File: src/rtl/sha256_compress_core.sv
// SHA-256 compression core: one 512-bit block per request, UNROLL rounds per clock.
// Optional SHA-224 support when SHA256_SHA224_EN is defined (adds the mode224 input).
module sha256_compress_core #(
  parameter int unsigned UNROLL = 1
) (
  input  logic         clk,
  input  logic         reset_n,
  input  logic         start,
  input  logic         first,
  input  logic [511:0] block,
`ifdef SHA256_SHA224_EN
  input  logic         mode224,
`endif
  output logic         ready,
  output logic         done,
  output logic [255:0] digest
);

  localparam int unsigned CNT_W    = 6;
  localparam logic [CNT_W-1:0] CNT_LAST = CNT_W'(64 - UNROLL);

  localparam logic [255:0] IV256_FLAT =
    256'h6a09e667_bb67ae85_3c6ef372_a54ff53a_510e527f_9b05688c_1f83d9ab_5be0cd19;
  localparam logic [255:0] IV224_FLAT =
    256'hc1059ed8_367cd507_3070dd17_f70e5939_ffc00b31_68581511_64f98fa7_befa4fa4;

  localparam logic [31:0] K_ROM [64] = '{
    32'h428a2f98, 32'h71374491, 32'hb5c0fbcf, 32'he9b5dba5, 32'h3956c25b, 32'h59f111f1, 32'h923f82a4, 32'hab1c5ed5,
    32'hd807aa98, 32'h12835b01, 32'h243185be, 32'h550c7dc3, 32'h72be5d74, 32'h80deb1fe, 32'h9bdc06a7, 32'hc19bf174,
    32'he49b69c1, 32'hefbe4786, 32'h0fc19dc6, 32'h240ca1cc, 32'h2de92c6f, 32'h4a7484aa, 32'h5cb0a9dc, 32'h76f988da,
    32'h983e5152, 32'ha831c66d, 32'hb00327c8, 32'hbf597fc7, 32'hc6e00bf3, 32'hd5a79147, 32'h06ca6351, 32'h14292967,
    32'h27b70a85, 32'h2e1b2138, 32'h4d2c6dfc, 32'h53380d13, 32'h650a7354, 32'h766a0abb, 32'h81c2c92e, 32'h92722c85,
    32'ha2bfe8a1, 32'ha81a664b, 32'hc24b8b70, 32'hc76c51a3, 32'hd192e819, 32'hd6990624, 32'hf40e3585, 32'h106aa070,
    32'h19a4c116, 32'h1e376c08, 32'h2748774c, 32'h34b0bcb5, 32'h391c0cb3, 32'h4ed8aa4a, 32'h5b9cca4f, 32'h682e6ff3,
    32'h748f82ee, 32'h78a5636f, 32'h84c87814, 32'h8cc70208, 32'h90befffa, 32'ha4506ceb, 32'hbef9a3f7, 32'hc67178f2
  };

  if (UNROLL != 1 && UNROLL != 2 && UNROLL != 4) begin : g_bad_unroll
    $error("sha256_compress_core: UNROLL must be 1, 2 or 4");
  end

  // Index 0 is word a / H0 / W[t]; higher indices follow in order.
  typedef logic [7:0][31:0]  word8_t;
  typedef logic [15:0][31:0] word16_t;

  typedef enum logic [1:0] {
    S_IDLE  = 2'd0,
    S_ROUND = 2'd1,
    S_FINAL = 2'd2
  } state_t;

  function automatic word8_t to_words(input logic [255:0] v);
    word8_t w;
    for (int i = 0; i < 8; i++) w[i] = v[255-32*i -: 32];
    return w;
  endfunction

  function automatic logic [31:0] rotr(input logic [31:0] x, input int unsigned n);
    return (x >> n) | (x << (32 - n));
  endfunction

  function automatic logic [31:0] bsig0(input logic [31:0] x);
    return rotr(x, 2) ^ rotr(x, 13) ^ rotr(x, 22);
  endfunction

  function automatic logic [31:0] bsig1(input logic [31:0] x);
    return rotr(x, 6) ^ rotr(x, 11) ^ rotr(x, 25);
  endfunction

  function automatic logic [31:0] ssig0(input logic [31:0] x);
    return rotr(x, 7) ^ rotr(x, 18) ^ (x >> 3);
  endfunction

  function automatic logic [31:0] ssig1(input logic [31:0] x);
    return rotr(x, 17) ^ rotr(x, 19) ^ (x >> 10);
  endfunction

  function automatic logic [31:0] ch(input logic [31:0] e, input logic [31:0] f, input logic [31:0] g);
    return (e & f) ^ (~e & g);
  endfunction

  function automatic logic [31:0] maj(input logic [31:0] a, input logic [31:0] b, input logic [31:0] c);
    return (a & b) ^ (a & c) ^ (b & c);
  endfunction

  state_t           state_q, state_d;
  logic [CNT_W-1:0] cnt_q, cnt_d;
  word8_t           st_q, st_d;
  word16_t          w_q, w_d;
  word8_t           init_q, init_d;
  word8_t           chain_q, chain_d;
  logic [255:0]     digest_q, digest_d;
  logic             ready_q, ready_d;
  logic             done_q, done_d;
  logic             m224_q, m224_d;
  logic             run_q, run_d;
  logic             m224_in;
  word8_t           rnd_st;
  word16_t          rnd_w;
  word8_t           sum;

`ifdef SHA256_SHA224_EN
  assign m224_in = mode224;
`else
  assign m224_in = 1'b0;
`endif

  // UNROLL chained rounds plus rolling message-schedule update.
  always_comb begin : round_unroll
    logic [31:0] t1;
    logic [31:0] t2;
    logic [31:0] wn;
    rnd_st = st_q;
    rnd_w  = w_q;
    t1     = '0;
    t2     = '0;
    wn     = '0;
    for (int unsigned r = 0; r < UNROLL; r++) begin
      t1 = rnd_st[7] + bsig1(rnd_st[4]) + ch(rnd_st[4], rnd_st[5], rnd_st[6])
         + K_ROM[cnt_q + CNT_W'(r)] + rnd_w[0];
      t2 = bsig0(rnd_st[0]) + maj(rnd_st[0], rnd_st[1], rnd_st[2]);
      wn = ssig1(rnd_w[14]) + rnd_w[9] + ssig0(rnd_w[1]) + rnd_w[0];
      rnd_st    = {rnd_st[6:0], t1 + t2};
      rnd_st[4] = rnd_st[4] + t1;
      rnd_w     = {wn, rnd_w[15:1]};
    end
  end

  // Next-state and registered-output logic.
  always_comb begin : next_state
    state_d  = state_q;
    cnt_d    = cnt_q;
    st_d     = st_q;
    w_d      = w_q;
    init_d   = init_q;
    chain_d  = chain_q;
    digest_d = digest_q;
    done_d   = 1'b0;
    m224_d   = m224_q;
    run_d    = 1'b1;
    for (int i = 0; i < 8; i++) sum[i] = init_q[i] + st_q[i];

    unique case (state_q)
      S_IDLE: begin
        if (start && run_q) begin
          state_d = S_ROUND;
          cnt_d   = '0;
          for (int i = 0; i < 16; i++) w_d[i] = block[511-32*i -: 32];
          if (first) init_d = m224_in ? to_words(IV224_FLAT) : to_words(IV256_FLAT);
          else       init_d = chain_q;
          st_d   = init_d;
          m224_d = m224_in;
        end
      end
      S_ROUND: begin
        st_d  = rnd_st;
        w_d   = rnd_w;
        cnt_d = cnt_q + CNT_W'(UNROLL);
        if (cnt_q == CNT_LAST) state_d = S_FINAL;
      end
      S_FINAL: begin
        chain_d = sum;
        for (int i = 0; i < 8; i++) digest_d[255-32*i -: 32] = sum[i];
        if (m224_q) digest_d[31:0] = '0;
        done_d  = 1'b1;
        state_d = S_IDLE;
      end
      default: state_d = S_IDLE;
    endcase

    ready_d = (state_d == S_IDLE);
  end

  // run_q gates acceptance until the first clock after reset release.
  always_ff @(posedge clk or negedge reset_n) begin
    if (!reset_n) begin
      state_q  <= S_IDLE;
      cnt_q    <= '0;
      st_q     <= '0;
      w_q      <= '0;
      init_q   <= '0;
      chain_q  <= to_words(IV256_FLAT);
      digest_q <= '0;
      ready_q  <= 1'b1;
      done_q   <= 1'b0;
      m224_q   <= 1'b0;
      run_q    <= 1'b0;
    end else begin
      state_q  <= state_d;
      cnt_q    <= cnt_d;
      st_q     <= st_d;
      w_q      <= w_d;
      init_q   <= init_d;
      chain_q  <= chain_d;
      digest_q <= digest_d;
      ready_q  <= ready_d;
      done_q   <= done_d;
      m224_q   <= m224_d;
      run_q    <= run_d;
    end
  end

  assign ready  = ready_q;
  assign done   = done_q;
  assign digest = digest_q;

endmodule

File: config.mk
export PLATFORM = sky130hd
export DESIGN_NAME = sha256_compress_core
export DESIGN_NICKNAME = d
export VERILOG_FILES = /design/src/rtl/sha256_compress_core.sv
export SDC_FILE = /design/constraint.sdc
export NUM_CORES = 2
export LEC_CHECK = 0
export BUFFER_PORTS_ARGS = -buffer_cell sky130_fd_sc_hd__buf_4
export CELL_PAD_IN_SITES_DETAIL_PLACEMENT = 0
export CELL_PAD_IN_SITES_GLOBAL_PLACEMENT = 1
export CORE_MARGIN = 10
export CORE_UTILIZATION = 35
export CTS_CLUSTER_DIAMETER = 40
export DETAILED_ROUTE_END_ITERATION = 8
export PLACE_DENSITY_LB_ADDON = 0.1
export SYNTH_ARGS = -nofsm -noshare
export SYNTH_HDL_FRONTEND = slang
export SYNTH_SLANG_ARGS = --single-unit
File: constraint.sdc
create_clock -name clk -period 10.6 [get_ports clk]
set_input_delay 1.06 -clock clk [delete_from_list [all_inputs] [get_ports clk]]
set_output_delay 1.06 -clock clk [all_outputs]
set_load 0.005 [all_outputs]
==> summary by stage <==
Run status
The run finished with clean final reports.

Global route
The number of global-route vias before repair was roughly 75000. The initial antenna violation count was 22. The largest net degree at the start of global routing is ~210.

Global routing consumed, over all layers together, 27.39% of the routing resources. The first-pass GRT wire length is between 500000 and 600000 µm. Summed over all layers, the global routing overflow is 0.

Job
Across the run, the number of max-cap violations was 0.

Worst setup path
The worst setup path is captured at a flop. The category of the most critical setup path is reg2reg. In this design, the stage delay of the slowest critical-path cell is 0.84 ns. The data arrival time of the worst path is 9.74 ns.

Counting stages on the worst path, the most repeated cell is sky130_fd_sc_hd__inv_1. Along the worst path, the maximum fanout reaches 15. The critical path buffer and inverter count is 4.

Among all stages on the critical path, the largest delay is contributed by sky130_fd_sc_hd__ha_1. The kind of start point of the critical path is a flop. For the worst setup path, the data required time is approximately 11 ns. The category of cells accounting for the largest share of critical-path delay is compound AO/OA/AOI/OAI gates.

Die
The floorplan has 181 rows. The height of the die is just over 500 µm. In this run the count of I/O pins placed on the die edge is roughly 770. The horizontal die dimension is 515.8 µm. The total area inside the core boundary comes to 243900 µm². The starting density of the core is 35.28%.

The floorplan step defined a die boundary enclosing 266100 µm².

Clock tree
TritonCTS created roughly 320 clock buffers. The count of cells resized by post-cts repair is 0. Clock-pin slew was measured on the worst setup and hold paths at ~0.05 ns. The TritonCTS clock tree is built. The later pin in the worst-skew pair is clocked with a latency of 0.96 ns.

The sink count of the clock tree is 1427. The cts-stage hold buffer count is 0. In this run the post-CTS setup repair buffer count came out at 0. CTS built an H-tree with a depth of 5. No sink is reached through more buffers than the 4 on the longest clock path. The clock tree root buffer cell is sky130_fd_sc_hd__clkbuf_16.

Timing
For the final routed database, the setup TNS stands at 0 ns. For the pin with the worst max-slew slack, the measured transition is roughly 1.2 ns. In the finished design, the share of the clock period the worst path needs comes to 84.13%. In this run the tightest slew margin relative to its limit is 20.06%.

The worst path meets setup with 1.682 ns of slack. Setup repair after global routing left no endpoint under its margin. Setup violations remaining at the end of the flow were counted as 0.

The routed design could run at a clock period as short as 8.918 ns. The hold violation total from the final report was 0. The final max-slew violation count is 0.

The top achievable clock speed is 0.1121 GHz. On the final layout, the worst clock skew is roughly 0.091 ns.

Finish
For this run, the post-layout net count is 11360. The filler-free cell count of the finished design is 13710. Relative to the synthesized area, the layout overhead comes to 21.55%. The layout cell share with drive strength beyond 1 is 15.70%.

Yosys
Summing every instance area after synthesis gives 86040 µm². The share of synthesized area in the top cell type comes to between 30% and 40%. For this run, the leading register cell type out of synthesis is sky130_fd_sc_hd__dfrtp_1.

After synthesis, flip-flops and latches occupy 41.70% of the total area. In the post-synthesis netlist, the cell with the most instances is sky130_fd_sc_hd__nand2_1. The cell count after synthesis came out at between 9000 and 10000.

The proportion of register bits with asynchronous set or reset after synthesis is between 90% and 100%. After synthesis, the cell types taking the most area are sky130_fd_sc_hd__dfrtp_1 38%, sky130_fd_sc_hd__nand2_1 8.2%, sky130_fd_sc_hd__ha_1 5.7%. Counting flops and latches in the post-synthesis netlist gives 1427.

The cell taking the most area after synthesis is sky130_fd_sc_hd__dfrtp_1. By count the netlist is led by 1880 x sky130_fd_sc_hd__nand2_1, 1290 x sky130_fd_sc_hd__dfrtp_1, 950 x sky130_fd_sc_hd__nor2_1. The number of nets handed over by synthesis was 10910. A synthesized cell averages 8.777 µm².

The distinct cell type count of the synthesized netlist is 90. During synthesis, Yosys emitted a total of 0 warnings. Counting flops with a built-in enable in the synthesized netlist gives 0.

Placement
The final estimated routing congestion in global placement is 0.9043. Input and output buffers added on the ports amount to ~770. The total half-perimeter wirelength after legalization and detailed placement is between 200000 and 300000 µm. Prior to clock tree synthesis, the placed netlist has a worst setup slack of 1.812 ns. The number of cells in the design after placement is 13130.

Detailed routing
The wire length after detailed routing is 377600 µm. Once detail routing completed, the nets flagged for antenna violations numbered 0. In the routed design, unresolved DRC markers number 0.

The detailed-route wire length per cell is ~28 µm. The detailed router finished its first iteration with 6740 violations. The count of TritonRoute iterations in the first routing pass is 6. Using the TritonRoute via totals, the vias-per-cell ratio works out to between 5 and 6. The count of vias placed by the detailed router is 75180.

Min path
The worst hold path belongs to the class in2async.
==> layer usage <==
metal | global-route usage (%) | vias up | share of wire, %
li1 | - | 34730 | -
met1 | 38.78 | 37780 | 46
met2 | 43.00 | 2160 | 46
met3 | 4.668 | 503 | 5.4
met4 | 7.768 | 8 | 2.9
met5 | 0 | - | 0.013
==> registers in the layout (all words and copies together) (netlist names) <==
name,count
ready,1
digest,243
chain_q,149
cnt_q,6
state_q,2
rnd_w,480
rnd_st,192
run_q,1
w_q,32
init_q,256
st_q,64
done,1
==> placed cells by master, fill, tap and decap left out, types with 318 or more instances in the layout <==
cell                        synthesis  routed
sky130_fd_sc_hd__a21oi_1          375     375
sky130_fd_sc_hd__a31oi_1          535     535
sky130_fd_sc_hd__buf_4            121     880
sky130_fd_sc_hd__clkbuf_16          0     319
sky130_fd_sc_hd__dfrtp_1         1290    1288
sky130_fd_sc_hd__ha_1             395     395
sky130_fd_sc_hd__inv_1            509     508
sky130_fd_sc_hd__nand2_1         1880    1880
sky130_fd_sc_hd__nor2_1           950     948
sky130_fd_sc_hd__o21ai_0          463     463
sky130_fd_sc_hd__xnor2_1          318     318
==> through the flow <==
| stage | utilization, % | instance area (µm²) | hold WS, ns |
|---|---|---|---|
| 6_report | 42.88 | 104600 | 0.09171 |
| 5_1_grt | 42.88 | 104600 | 0.1016 |
| 4_1_cts | 42.87 | 104600 | 0.08429 |
| 3_5_place_dp | 38.40 | 93660 | 0.4496 |
| 3_3_place_gp | 38.40 | 93660 | 0.4469 |
| 2_1_floorplan | - | 86040 | 0.4367 |
==> layout make-up <==
class                           count  area (µm²)
Clock buffer                      398        8710
Tap cell                         3202        4006
Inverter                          512        1927
Fill cell                       24390      139300
Clock inverter                    166        2177
Multi-Input combinational cell   7099       44970
Sequential cell                  1427       35890
Timing Repair Buffer              893        6874
Antenna cell                       15       37.54
==> logic make-up after synthesis <==
| group | after synthesis | synth area share [%] |
|---|---|---|
| other | 1 | 0.004358 |
| AOI/OAI and AO/OA | 2574 | 19.67 |
| xor gates and xnor gates | 527 | 5.407 |
| muxes | 64 | 0.8434 |
| and+or+nand+nor | 3337 | 15.90 |
| DFF | 1427 | 41.70 |
| adders and majority gates | 596 | 10.37 |
| buffers and inverters | 1277 | 6.099 |
==> final timing paths <==
| path | from | endpoint | slack (ns) | cells after the start |
|---|---|---|---|---|
| hold reg to reg | chain_q[140] | chain_q[140] | 0.46 | 2 |
| setup reg to reg | cnt_q[1] | rnd_st[63] | 1.68 | 33 |
| setup / recovery | cnt_q[1] | rnd_st[63] | 1.68 | 33 |
| hold / removal | reset_n | digest[84] | 0.09 | 1 |
| min in group clk | block[99] | rnd_w[355] | 0.37 | 3 |
| max in group asynchronous | reset_n | digest[233] | 8.06 | 3 |
Power is not shown: default switching activity piles up to over one toggle a cycle in this logic, so the estimate is an artifact.
